`config.mk`:
```
export PLATFORM = sky130hd
export DESIGN_NAME = shift_seq_ctrl
export DESIGN_NICKNAME = d
export VERILOG_FILES = /design/src/rtl/shift_pkg.sv /design/src/rtl/shift_core8.sv /design/src/rtl/shift_seq_ctrl.sv
export SDC_FILE = /design/constraint.sdc
export NUM_CORES = 1
export LEC_CHECK = 0
export ABC_AREA = 0
export CAP_MARGIN = 10
export CORE_UTILIZATION = 52
export DETAILED_ROUTE_END_ITERATION = 10
export PLACE_DENSITY = 0.85
export SETUP_SLACK_MARGIN = 0.15
export SYNTH_ARGS = -nofsm -noshare
export SYNTH_HDL_FRONTEND = slang
export SYNTH_SLANG_ARGS = --single-unit
```
`constraint.sdc`:
```
create_clock -name clk -period 4.6 [get_ports clk]
set_input_delay 0.69 -clock clk [delete_from_list [all_inputs] [get_ports clk]]
set_output_delay 0.69 -clock clk [all_outputs]
set_load 0.05 [all_outputs]
```
`src/rtl/shift_pkg.sv`:
```
// shift_pkg: shared constants, request struct and helpers for the shift
// sequencing controller and its 3-bit barrel core.
//   DATA_W   : datapath width (fixed at 8)
//   MAX_STEP : largest amount the core applies in one pass
//   OP_*     : operation codes on req_op
//   ST_*     : controller state encoding
package shift_pkg;

  localparam int DATA_W = 8;
  localparam logic [2:0] MAX_STEP = 3'd7;

  localparam logic [1:0] OP_SLL = 2'b00;
  localparam logic [1:0] OP_SRL = 2'b01;
  localparam logic [1:0] OP_SRA = 2'b10;
  localparam logic [1:0] OP_ROR = 2'b11;

  localparam logic [1:0] ST_IDLE = 2'd0;
  localparam logic [1:0] ST_RUN  = 2'd1;
  localparam logic [1:0] ST_DONE = 2'd2;

  typedef struct packed {
    logic [1:0]        op;
    logic [7:0]        amt;
    logic [DATA_W-1:0] data;
  } shift_req_t;

  // Bit reversal: turns a left shift into a right shift and back.
  function automatic logic [DATA_W-1:0] rev(input logic [DATA_W-1:0] d);
    logic [DATA_W-1:0] o;
    for (int i = 0; i < DATA_W; i++) o[i] = d[DATA_W-1-i];
    return o;
  endfunction

  // Effective amount: rotates wrap modulo 8, shifts saturate at 8 since
  // anything past that already empties (or sign-fills) the whole word.
  function automatic logic [3:0] eff_amt(input logic [1:0] op, input logic [7:0] amt);
    if (op == OP_ROR)       return {1'b0, amt[2:0]};
    else if (amt >= 8'd8)   return 4'd8;
    else                    return amt[3:0];
  endfunction

endpackage

```
`src/rtl/shift_core8.sv`:
```
// shift_core8: combinational 8-bit right barrel shifter, three stages of
// 1/2/4 bit positions selected by amt[0..2].
//   arith : fill vacated bits with the MSB (ignored when rot=1)
//   rot   : rotate, vacated bits take the bits shifted out
//   amt   : shift amount 0..7
//   data  : operand
//   out   : shifted result
import shift_pkg::*;

module shift_core8 (
  input  logic              arith,
  input  logic              rot,
  input  logic [2:0]        amt,
  input  logic [DATA_W-1:0] data,
  output logic [DATA_W-1:0] out
);

  logic [3:0][DATA_W-1:0] st;

  assign st[0] = data;

  for (genvar i = 0; i < 3; i++) begin : g_stage
    localparam int SH = 1 << i;
    logic [SH-1:0] fill;
    // Sign comes from the current stage input; earlier stages already
    // replicated the MSB so it is still the original sign bit.
    assign fill = rot ? st[i][SH-1:0] : {SH{arith & st[i][DATA_W-1]}};
    assign st[i+1] = amt[i] ? {fill, st[i][DATA_W-1:SH]} : st[i];
  end

  assign out = st[3];

endmodule

```
`src/rtl/shift_seq_ctrl.sv`:
```
// shift_seq_ctrl: sequences an 8-bit shift/rotate request through the
// 3-bit shift_core8, one pass per RUN cycle (two passes for amount 8).
// Left shifts run as right shifts on the bit-reversed operand.
//   clk, reset      : clock, synchronous active-low reset
//   req_valid/ready : request handshake (ready only in IDLE)
//   req_op/amt/data : operation, unsigned amount, operand
//   res_valid/ready : result handshake; res_data held while res_valid
//   busy            : request in flight (RUN or DONE)
import shift_pkg::*;

module shift_seq_ctrl (
  input  logic              clk,
  input  logic              reset,
  input  logic              req_valid,
  output logic              req_ready,
  input  logic [1:0]        req_op,
  input  logic [7:0]        req_amt,
  input  logic [DATA_W-1:0] req_data,
  output logic              res_valid,
  input  logic              res_ready,
  output logic [DATA_W-1:0] res_data,
  output logic              busy
);

  logic [1:0]        state;
  logic [1:0]        op;
  logic [DATA_W-1:0] w;
  logic [3:0]        r;
  logic [2:0]        step;
  logic [3:0]        r_next;
  logic [DATA_W-1:0] core_out;
  shift_req_t        req;

  assign req = '{op: req_op, amt: req_amt, data: req_data};

  // Largest pass the core can take; an amount of 8 becomes 7 then 1.
  assign step   = (r > {1'b0, MAX_STEP}) ? MAX_STEP : r[2:0];
  assign r_next = r - {1'b0, step};

  shift_core8 u_core (
    .arith (op == OP_SRA),
    .rot   (op == OP_ROR),
    .amt   (step),
    .data  (w),
    .out   (core_out)
  );

  // Reset is folded in so ready is low for the whole reset interval.
  assign req_ready = (state == ST_IDLE) && reset;
  assign res_valid = (state == ST_DONE);
  assign busy      = (state == ST_RUN) || (state == ST_DONE);

  always_ff @(posedge clk) begin
    if (!reset) begin
      state    <= ST_IDLE;
      op       <= OP_SLL;
      w        <= '0;
      r        <= '0;
      res_data <= '0;
    end else begin
      case (state)
        ST_IDLE: begin
          if (req_valid) begin
            state <= ST_RUN;
            op    <= req.op;
            w     <= (req.op == OP_SLL) ? rev(req.data) : req.data;
            r     <= eff_amt(req.op, req.amt);
          end
        end
        ST_RUN: begin
          // Amount 0 still makes one pass with step 0.
          w <= core_out;
          r <= r_next;
          if (r_next == 4'd0) begin
            state    <= ST_DONE;
            res_data <= (op == OP_SLL) ? rev(core_out) : core_out;
          end
        end
        ST_DONE: begin
          // Returning to IDLE takes this edge, so no accept can coincide
          // with a consume.
          if (res_ready) state <= ST_IDLE;
        end
        default: state <= ST_IDLE;
      endcase
    end
  end

endmodule

```
# --- Word level (Yosys, flattened, before mapping) ---
# Index checks and enable logic that the tools add are counted.
word_totals:
  regBits: 24
  wordCells: 49
  in_bits: 22
  output_inout_bits: 11
op_classes:
  eq_ne: 8
  muxes: 19
  n_bitwise: 3
  add_sub_neg: 1
  magnitude_cmp: 2
  n_reduce_logical: 11
op_table:
  columns: ["op", "n"]
  rows:
  - ["two-way mux 8 bit", 6]
  - ["two-way mux 4 bit", 4]
  - ["one-hot mux 8 bit (2 select lines)", 1]
  - ["== test 2 bit, second input constant", 4]
  - [">= comparator 8 x 4 -> 1 bit, second input constant", 1]
  - ["two-way mux 2 bit", 4]
  - ["one-hot mux 4 bit (2 select lines)", 1]
  - ["logical NOT 2 bit", 3]
  - ["one-hot mux 2 bit (3 select lines)", 1]
  - ["AND reduction 2 bit", 3]
  - ["greater-than comparator 4 x 3 -> 1 bit, second input constant", 1]
  - ["logical NOT 4 bit", 1]
  - ["!= test 2 x 1 -> 1 bit, second input constant", 2]
  - ["subtractor 4 x 3 -> 4 bit", 1]
  - ["bitwise AND 1 bit", 3]
  - ["two-way mux 3 bit", 1]
  - ["AND reduction 3 bit", 1]
  - ["== test 2 x 1 -> 1 bit, second input constant", 1]
  - ["!= test 2 bit, second input constant", 1]
  - ["nonzero test 2 bit", 1]
  - ["logical AND 1 bit", 1]
  - ["logical OR 1 bit", 1]
  - ["two-way mux 1 bit", 1]

# --- Logic depth before layout (Yosys ltp) ---
depth:
  ltp_word: 11
  ltp_mapped: 11
  mapped_depth_nobuf: 9

# --- Cells and area by module ---
# From an unflattened synthesis, not the netlist that was laid out.
hier_totals:
  hier_cells: 215
  area_unflattened_um2: 1843.0
modules_own_cells:
  columns: ["mod", "cells_each", "area_each_um2", "seq_area_each_um2", "n_inst"]
  rows:
  - ["shift_seq_ctrl", 150, 1411.4, 480.5, 1]
  - ["shift_core8", 65, 431.7, 0.0, 1]

# --- Worst setup path before layout ---
# Ideal clock, no wire load.
synth_timing:
  path_kind: "input port to output port"
  start: "input reset"
  end: "output req_ready"
  path_buffers: 1
  path_stages: 2
  setup_slack_ps: 2537
  required_time_ps: 3910
  arrival_ps: 1373
  cell_sequence: "clkbuf_1 and2_1"
synth_via:
  elab_chain_len: 1
synth_lines:
  columns: ["element", "line", "rtl"]
  rows:
  - ["start: declaration", "shift_seq_ctrl.sv:13", "input logic reset,"]
  - ["logical AND 1 bit", "shift_seq_ctrl.sv:49", "assign req_ready = (state == ST_IDLE) && reset;"]
  - ["end: declaration", "shift_seq_ctrl.sv:15", "output logic req_ready,"]
# Every way passes these cells.

# --- Worst setup path after layout ---
# Ends and elaborated chain as after synthesis.

==> metrics.md <==
| Metric | Value |
|---|---|
| Yosys warning total | `0` |
| Largest net degree at the start of global routing | `25` |
| Run status | `finished clean` |
| Sequential area share after synthesis | `27.6%` |
| Top-count cell post-synth | `dfxtp_1` |
| Synth top area share | `27.6%` |
| Min-delay src | `res_data[3]` |
| Yosys cell types | `49` |
| Remaining antenna violation count | `0` |
| Row Count | `20` |
| Mapped Nets | `236` |
| Clock Tree Root | `clkbuf_4` |
| DR vias | `1724` |
| Synthesized area | `1740 um2` |
| Syn-to-layout area delta | `20.2%` |
| # diodes | `0` |
| CP top delay family | `buffers and inverters` |
| Worst EP arrival | `2.33 ns` |
| Initial DRC count | `168` |
| Setup bufs post-CTS | `0` |
| CORE AREA | `3100 um2` |
| Required time worst endpoint | `3.91 ns` |
| Cts repair resizes | `0` |
| Post-synth EDFFs | `0` |
| # H-tree levels | `1` |
| FF+latch count, synth | `24` |
| Port Buffer Count | `32` |
| Crit Reg-Reg Startpoint | `state[1]` |
| Drt pass-1 iters | `4` |
| Fill count | `292` |
| Die area | `3580 um2` |
| Fin worst setup slack | `1.58 ns` |
| Detail Placement HPWL | `3310 um` |
| Cell count after synthesis | `209` |
| Routed length per instance | `16.2 um` |
| Inserted Clock Buffers | `3` |
| Worst skew pair latency | `0.31 ns` |
| Total Routing Usage GR | `26.5%` |
| Register Area | `480 um2` |
| Setup CP Type | `in2out` |
| Total Neg Setup Slack | `0 ns` |
| Nets@finish | `260` |
| Layout Skew | `0.00335 ns` |
| Setup crit start kind | `input port` |
| Crit path max-delay cell type | `clkdlybuf4s50_1` |
| Reg2reg path depth | `9` |
| CP Capture Type | `output port` |
| Boundary pin count | `33` |
| GP Congestion | `0.940` |
| Slew HR | `52.5%` |
| Share of layout cells above drive strength 1 | `9.48%` |
| First-pass GRT wire length | `7110 um` |
| Max-Cap Viols | `0` |
| CP max FO | `24` |
| LEAKAGE | `0.781 nW` |
| Pre-CTS WS | `1.59 ns` |
| CP peak stage delay | `0.80 ns` |
| Worst-path clk slew | `0.13 ns` |
| Cell Area, Placed | `2050 um2` |
| Flop2flop setup slack | `2.15 ns` |
| Final setup viols | `0` |
| Chip height | `59.8 um` |
| Ranking of synthesized cells by area | `dfxtp_1 28%, mux4_2 6.5%, mux2i_1 5.2%` |
| Multi-input logic area | `1150 um2` |
| Cell taking the most area after synthesis | `dfxtp_1` |
| Final Core Density | `67.4%` |
| Post-layout minimum cycle time | `3.02 ns` |
| Final Max Tran Viols | `0` |
| DR DRC count | `0` |
| WHS Endpoint | `res_data[3]` |
| FFs w/ async S/R, synth | `0%` |
| Tcrit/Tclk final | `65.7%` |
| Starting Density | `56.0%` |
| Final Hold Viols | `0` |
| Worst Setup SP | `reset` |
| Buf/Inv on CP | `3` |
| Commonest cells in the netlist | `24 x dfxtp_1, 21 x nand2_1, 13 x nor2_1` |
| GRT Residual Overflow | `0` |
| Critical-path cell list | `clkdlybuf4s50_1 > buf_4 > and2_1 > clkdlybuf4s50_1` |
| PD cells | `428 nW/um2` |
| Mean Syn Cell Area | `8.32 um2` |
| Vias in the first global route | `1546` |
| Crit-path most repeated cell | `clkdlybuf4s50_1` |
| Final instance area | `2090 um2` |
| Worst vdd ir | `0.000247 V` |
| Sink Count | `24` |
| Worst hold path type | `reg2reg` |
| Die W | `59.8 um` |
| Initial antenna violation count | `0` |
| Top FF cell, synth | `dfxtp_1` |
| Maximum clock path buffer count | `2` |
| Worst Hold Path Cells | `2` |
| Unrepaired setup endpoints after global routing | `no` |
| Pin slew with the least headroom to its limit | `0.709 ns` |
| Max frequency | `331 MHz` |
| WL final | `4480 um` |
| Vias per inst | `6.25` |
| Hold Slack | `0.480 ns` |
| CTS tree | `built` |
| Hold_buf cts | `0` |
| RR Endpoint | `w[5]` |
-- sequential cells by signal, summed over array words and instances, names as in the netlist --
name      cells
r             4
op            2
state         2
res_data      8
w             8
-- metrics by stage --
| step | power (W) | cells |
|---|---|---|
| 2_1_floorplan | 0.000660 | 209 |
| 3_3_place_gp | 0.000773 | 272 |
| 3_5_place_dp | 0.000781 | 272 |
| 4_1_cts | 0.000888 | 276 |
| 5_1_grt | 0.000948 | 276 |
| 6_report | 0.000896 | 276 |
-- final cells by class --
type | count | share of cell area (%)
flip-flops and latches | 24 | 23.0
multi-input cells | 161 | 55.0
well taps | 44 | 2.63
repair buffers | 34 | 16.0
clock buffers | 4 | 1.74
inverters | 9 | 1.62
-- worst max-delay path by stage --
stage	end	slack [ns]	depth (start not counted)
floorplan	req_ready	2.54	2
global placement	req_ready	1.59	4
detailed placement	req_ready	1.59	4
CTS	req_ready	1.59	4
global route	req_ready	1.53	4
finish	req_ready	1.58	4
-- power by group --
group	switching [W]	internal (W)	total (W)
registers	0.0000582	0.000245	0.000303
clock network	0.0000620	0.0000483	0.000110
logic	0.000287	0.000195	0.000482
total	0.000407	0.000488	0.000896
-- cells in the final DEF, fill, tap and decap left out, drive strengths merged, types with 2 or more instances in the layout --
| cell type | netlist | layout |
|---|---|---|
| clkdlybuf4s50 | 0 | 32 |
| dfxtp | 24 | 24 |
| inv | 9 | 9 |
| and2 | 5 | 5 |
| a21oi | 12 | 12 |
| nor3 | 4 | 4 |
| o21ai | 14 | 14 |
| ha | 5 | 5 |
| mux2 | 7 | 7 |
| a221oi | 2 | 2 |
| nand3 | 7 | 7 |
| nor2 | 13 | 13 |
| or2 | 3 | 3 |
| nor2b | 6 | 6 |
| mux4 | 5 | 5 |
| mux2i | 9 | 9 |
| nand4 | 2 | 2 |
| o21a | 4 | 4 |
| a221o | 2 | 2 |
| buf | 6 | 2 |
| nand2b | 2 | 2 |
| clkbuf | 9 | 4 |
| a31oi | 3 | 3 |
| o22ai | 2 | 2 |
| nand2 | 21 | 21 |
| o221ai | 7 | 7 |
| a21boi | 4 | 4 |
| o211ai | 4 | 4 |
| o31ai | 3 | 3 |
-- cell families after synthesis --
group	count (synthesis)	share of synthesized area, %
DFF	24	27.6
adders and majority gates	5	3.60
AOI/OAI and AO/OA	69	28.0
and+or+nand+nor	65	17.8
xor gates and xnor gates	1	0.504
buffers and inverters	24	6.26
muxes	21	16.2
-- tightest hold or removal path, stage by stage, from the launching register on --
cell,delay (ns)
dfxtp_1,0.35
nand2_1,0.05
o221ai_1,0.05
-- per-layer routing --
layer	global-route usage (%)	up-vias	part of all wire (%)
met5	0	-	0
li1	-	828	-
met4	9.63	0	2.0
met3	3.46	11	9.1
met1	36.7	808	42
met2	41.9	77	47
(Power assumes the default switching activity.)
